[src/rtl/revive_ahbl_arbiter.sv]
// revive_ahbl_arbiter
// Shares one AHB-lite master port between the instruction-fetch requester (I)
// and the load/store requester (D). The address phase is chosen combinationally
// each cycle. The owner of the outstanding data phase is remembered so that
// completion or error goes back to the right requester. Store data is
// registered for the data phase.
//
// Handshake: a requester raises x_req and holds its request fields stable
// until x_gnt is seen high at a clock edge. x_gnt means the address phase was
// accepted on that edge. The matching x_done or x_err pulses for exactly one
// cycle when that data phase finishes (hready high). x_done and x_err are
// never raised together, and the earliest completion is the cycle after the
// grant.
//
// Debug outputs: dbg_owner exposes the data-phase owner register
// (0 = none, 1 = I, 2 = D). dbg_streak exposes the consecutive-D-grant
// counter.
module revive_ahbl_arbiter #(
    parameter int W_ADDR       = 32,
    parameter int W_DATA       = 32,
    parameter int MAX_D_STREAK = 4
) (
    input  logic                                clk,
    input  logic                                rst,
    // instruction fetch requester
    input  logic                                i_req,
    input  logic [W_ADDR-1:0]                   i_addr,
    output logic                                i_gnt,
    output logic                                i_done,
    output logic                                i_err,
    // load/store requester
    input  logic                                d_req,
    input  logic [W_ADDR-1:0]                   d_addr,
    input  logic [2:0]                          d_size,
    input  logic                                d_write,
    input  logic [W_DATA-1:0]                   d_wdata,
    output logic                                d_gnt,
    output logic                                d_done,
    output logic                                d_err,
    output logic [W_DATA-1:0]                   rdata,
    // AHB-lite master port
    input  logic                                hready,
    input  logic                                hresp,
    output logic [W_ADDR-1:0]                   haddr,
    output logic                                hwrite,
    output logic [1:0]                          htrans,
    output logic [2:0]                          hsize,
    output logic [W_DATA-1:0]                   hwdata,
    input  logic [W_DATA-1:0]                   hrdata,
    // debug visibility of internal state
    output logic [1:0]                          dbg_owner,
    output logic [$clog2(MAX_D_STREAK+1)-1:0]   dbg_streak
);

    localparam int                  W_STREAK   = $clog2(MAX_D_STREAK + 1);
    localparam logic [W_STREAK-1:0] STREAK_MAX = W_STREAK'(MAX_D_STREAK);
    localparam logic [1:0]          HTRANS_IDLE = 2'b00;
    localparam logic [1:0]          HTRANS_NSEQ = 2'b10;
    localparam logic [2:0]          HSIZE_WORD  = 3'd2;

    typedef enum logic [1:0] {
        OWN_NONE = 2'd0,
        OWN_I    = 2'd1,
        OWN_D    = 2'd2
    } owner_e;

    owner_e              owner_q, owner_d;
    logic                wr_q;
    logic [W_DATA-1:0]   wdata_q;
    logic [W_STREAK-1:0] streak_q, streak_d;

    logic err1;      // first cycle of a two-cycle ERROR response
    logic i_force;   // D has had its run of grants; fetch must go next
    logic sel_i;
    logic sel_d;
    logic cmpl;      // outstanding data phase finishes this cycle

    // Pick the requester that drives the address phase this cycle.
    always_comb begin
        err1    = hresp && !hready;
        i_force = i_req && (streak_q == STREAK_MAX);
        sel_d   = !rst && d_req && !i_force;
        sel_i   = !rst && i_req && !sel_d;
    end

    // Drive the AHB address phase from the selected requester. During the
    // first ERROR cycle the transfer is suppressed (IDLE) and nothing is granted.
    always_comb begin
        haddr  = '0;
        hsize  = '0;
        hwrite = 1'b0;
        htrans = HTRANS_IDLE;
        if (sel_d) begin
            haddr  = d_addr;
            hsize  = d_size;
            hwrite = d_write;
        end else if (sel_i) begin
            haddr  = i_addr;
            hsize  = HSIZE_WORD;
            hwrite = 1'b0;
        end
        if ((sel_d || sel_i) && !err1) begin
            htrans = HTRANS_NSEQ;
        end
    end

    // Grants and completion responses; the owner register steers done/err.
    always_comb begin
        i_gnt  = sel_i && hready && !err1;
        d_gnt  = sel_d && hready && !err1;
        cmpl   = !rst && hready && (owner_q != OWN_NONE);
        i_done = cmpl && (owner_q == OWN_I) && !hresp;
        i_err  = cmpl && (owner_q == OWN_I) &&  hresp;
        d_done = cmpl && (owner_q == OWN_D) && !hresp;
        d_err  = cmpl && (owner_q == OWN_D) &&  hresp;
    end

    // Next data-phase owner and D-streak count.
    always_comb begin
        owner_d  = owner_q;
        streak_d = streak_q;
        // The address phase accepted on this edge becomes the next data
        // phase; with hready low everything holds.
        if (hready) begin
            if (i_gnt) begin
                owner_d = OWN_I;
            end else if (d_gnt) begin
                owner_d = OWN_D;
            end else begin
                owner_d = OWN_NONE;
            end
        end
        // The streak only counts D grants that made a waiting fetch wait
        // longer.
        if (!i_req || i_gnt) begin
            streak_d = '0;
        end else if (d_gnt && (streak_q != STREAK_MAX)) begin
            streak_d = streak_q + W_STREAK'(1);
        end
    end

    // State registers. Reset abandons any in-flight data phase silently.
    always_ff @(posedge clk or posedge rst) begin
        if (rst) begin
            owner_q  <= OWN_NONE;
            wr_q     <= 1'b0;
            wdata_q  <= '0;
            streak_q <= '0;
        end else begin
            owner_q  <= owner_d;
            streak_q <= streak_d;
            if (d_gnt) begin
                wr_q    <= d_write;
                wdata_q <= d_wdata;
            end
        end
    end

    // Write data is only presented while a D store owns the data phase.
    assign hwdata     = ((owner_q == OWN_D) && wr_q) ? wdata_q : '0;
    assign rdata      = hrdata;
    assign dbg_owner  = owner_q;
    assign dbg_streak = streak_q;

endmodule

[config.mk]
export PLATFORM = sky130hd
export DESIGN_NAME = revive_ahbl_arbiter
export DESIGN_NICKNAME = d
export VERILOG_FILES = /design/src/rtl/revive_ahbl_arbiter.sv
export SDC_FILE = /design/constraint.sdc
export NUM_CORES = 1
export LEC_CHECK = 0
export BUFFER_PORTS_ARGS = -buffer_cell sky130_fd_sc_hd__clkbuf_2
export CAP_MARGIN = 20
export CORE_MARGIN = 2
export CORE_UTILIZATION = 27
export CTS_BUF_LIST = sky130_fd_sc_hd__clkbuf_16
export DETAILED_ROUTE_END_ITERATION = 8
export PLACE_DENSITY = 0.71
export SETUP_SLACK_MARGIN = 0.3
export SLEW_MARGIN = 20
export SYNTH_ARGS = -nofsm -noshare
export SYNTH_HDL_FRONTEND = slang
export SYNTH_SLANG_ARGS = --single-unit
export TNS_END_PERCENT = 100
[constraint.sdc]
create_clock -name clk -period 1.7 [get_ports clk]
set_input_delay 0.34 -clock clk [delete_from_list [all_inputs] [get_ports clk]]
set_output_delay 0.34 -clock clk [all_outputs]
set_load 0.01 [all_outputs]
==> impl_metrics.ini <==
[timing]
hold_viol = 0
grt_setup_unrepaired = true
final.setup.tns_ns = -22.07
slew_viol_final = 0
max_freq_mhz = 491
setup_viol = 104
period_share_pct = 120
skew_ns = 0.00552
fin_ws_ns = -0.338
min_period_ns = 2.04

[floorplan]
dieArea_sq_mm = 0.0101
start_util_pct = 27.5
die_height_um = 100
core_sq_mm = 0.00911
io_pins = 251
rows = 35
die_w_um = 100

[logic_synthesis]
syn-instance-count = 226
synth_edf_count = 0
synth_area_leaders = dfrtp_1 (38%), mux2_4 (17%), a22o_1 (11%)
synth_top_area_share_pct = 37.9
synth_common_cells = dfrtp_1 (38), buf_4 (34), and2_1 (33), a22o_1 (32), mux2_4 (28)
async_flop_share_pct = 100
postSynthAreaPerCell_sq_um = 11.1
yosys.area.top_type = dfrtp_1
synthFlopType = dfrtp_1
syn-num-nets = 366
ys_ff_latch = 38
synth_cell_type_count = 30
synthesis.area_sq_mm = 0.00251
yosysMostFrequentCell = dfrtp_1
yosys_warnings = 0
yosysSeqAreaShare_pct = 37.9

[worst_setup_path]
cp-end-kind = primary output
regToRegStartpoint = dbg_streak[0]
worstSetupStartpointType = register
crit_path_max_incr_delay_ns = 0.36
crit_fanout = 6
timing.rr.end = wdata_q[10]
path_class = register to primary output
crit_required_ns = 1.36
crit_chain = inv_2, ha_4, a21boi_4, nor3_4, buf_6, buf_12, a22o_1, clkbuf_2
cp.arrival_ns = 1.70
rr_worst_depth = 9
cp_slowest_cell = dfrtp_1
r2r_slack_ns = -0.26

[placement]
dpl.hpwl_um = 6490
place_congestion = 0.781
portBuffers = 185
place_ws_ns = -0.598
place_area_sq_mm = 0.00357

[run_status]
status = finished, violations left
violations = negative setup slack

[clock_tree]
cts_made_buffers = 5
hold_buffers = 0
clk_pin_slew_ns = 0.06
cts_num_sinks = 38
clockBufferDepth = 2
cts_max_level = 2
clock_latency_ns = 0.28
cts-root-buf = clkbuf_16
cts_tree = done

[route]
wl_per_cell_um = 18.5
drt_iter0_drc = 87
dr_total_vias = 2557
routed.top_layer = met4
routed_wl_um = 9860
wl_met3_um = 801
wl_met1_um = 4450
firstDrtPassIters = 4
drc = 0
route.met2.wl_um = 4510
drt-vias-per-instance = 4.80
antenna_left = 0

[finish]
final_util_pct = 50.7
num_antenna_cells = 0
final_nets = 561
layout-drive-gt1-share_pct = 78.4
synthToLayoutAreaGrowth_pct = 84.4
fillers = 841
multi_input_area_sq_mm = 0.00148
ff_latch_area_sq_um = 951
final_cell_area_sq_mm = 0.00462

[flow_run]
drv_cap = 0

[worst_hold_path]
hp-class = primary input to async pin

[grt]
grt_max_degree = 25
antenna_found_initial = 0
grt_usage_pct = 18.4
first_global_vias = 2637
grt_pass1_wl_um = 14400
globalRouteOverflowTotal = 0

[power_and_ir_drop]
p_per_area_mw_per_mm2 = 740
peakVddDrop_mv = 0.428
p_leak_uw = 0.00242
per-stage QoR:
step | cells | hold WS [ns] | total power [uW]
6_report | 533 | 0.286 | 3420
3_5_place_dp | 494 | 0.493 | 1950
4_1_cts | 528 | 0.280 | 3360
2_1_floorplan | 226 | 0.472 | 1710
5_1_grt | 533 | 0.282 | 3570
3_3_place_gp | 494 | 0.482 | 1930
repair_timing:
item                                   in CTS  in global routing
endpoints found under the hold margin       0                  0
cloned                                     11                  0
pin swaps                                  46                 11
setup buffers                              15                  5
resized for setup                          42                 84
setup endpoints to repair                 108                111
metal layers:
| metal | global-route usage, % | vias to the layer above |
|---|---|---|
| met2 | 26.1 | 134 |
| met1 | 27.3 | 1247 |
| li1 | - | 1159 |
| met3 | 5.43 | 17 |
| met5 | 0 | - |
| met4 | 4.21 | 0 |
worst max-delay path: cells and delay by family (launching register included):
kind	cells	cell delay (ns)
buffers and inverters	4	0.45
adders and majority gates	1	0.16
DFF	1	0.36
and+or+nand+nor	1	0.06
AOI/OAI and AO/OA	2	0.40
layout make-up:
type / count / share of cell area, %
repair buffers: 232 / 39.7
multi-input cells: 137 / 32.0
flip-flops and latches: 38 / 20.6
well taps: 111 / 3.01
clock buffers: 5 / 2.71
clock inverters: 3 / 1.49
inverters: 7 / 0.569
logic make-up (layout without fill, tap and decap cells):
logic type,Yosys count,count (layout),synth area share (%)
other cells,1,1,0.150
buf+inv,54,247,14.4
flops,38,38,37.9
mux,33,33,19.0
compound gates,41,41,13.4
fa+ha+maj,2,2,0.998
simple gates,57,60,14.1
registers in the layout (all words and copies together), names as in the netlist:
name        count
wr_q            1
dbg_streak      3
dbg_owner       2
wdata_q        32
report_power, final:
part / internal, uW / total, uW / switching (uW)
combinational: 663 / 1050 / 383
clock: 843 / 1220 / 373
sequential: 1060 / 1160 / 97.0
cells in the final DEF, fill, tap and decap left out, types with 3 or more instances in the layout:
master and count:
a22o_1 31, and2_4 35, and3_1 3, buf_12 8, buf_16 6, buf_2 5, buf_4 18, buf_6 47
clkbuf_16 5, clkbuf_2 143, dfrtp_1 38, inv_1 4, inv_2 3, mux2_4 33, nand2_1 3
worst max path at each step:
| stage | cells after the start | from | end | slack, ns |
|---|---|---|---|---|
| 6_report | 8 | dbg_streak[0] | haddr[15] | -0.34 |
| 5_1_grt | 8 | dbg_streak[0] | haddr[5] | -0.40 |
| 4_1_cts | 8 | dbg_streak[0] | haddr[10] | -0.34 |
| 3_5_place_dp | 6 | dbg_streak[1] | haddr[4] | -0.60 |
| 3_3_place_gp | 6 | dbg_streak[1] | haddr[4] | -0.54 |
| 2_1_floorplan | 7 | dbg_streak[1] | haddr[0] | -0.01 |
No activity file was read; power rests on OpenSTA's default activity.
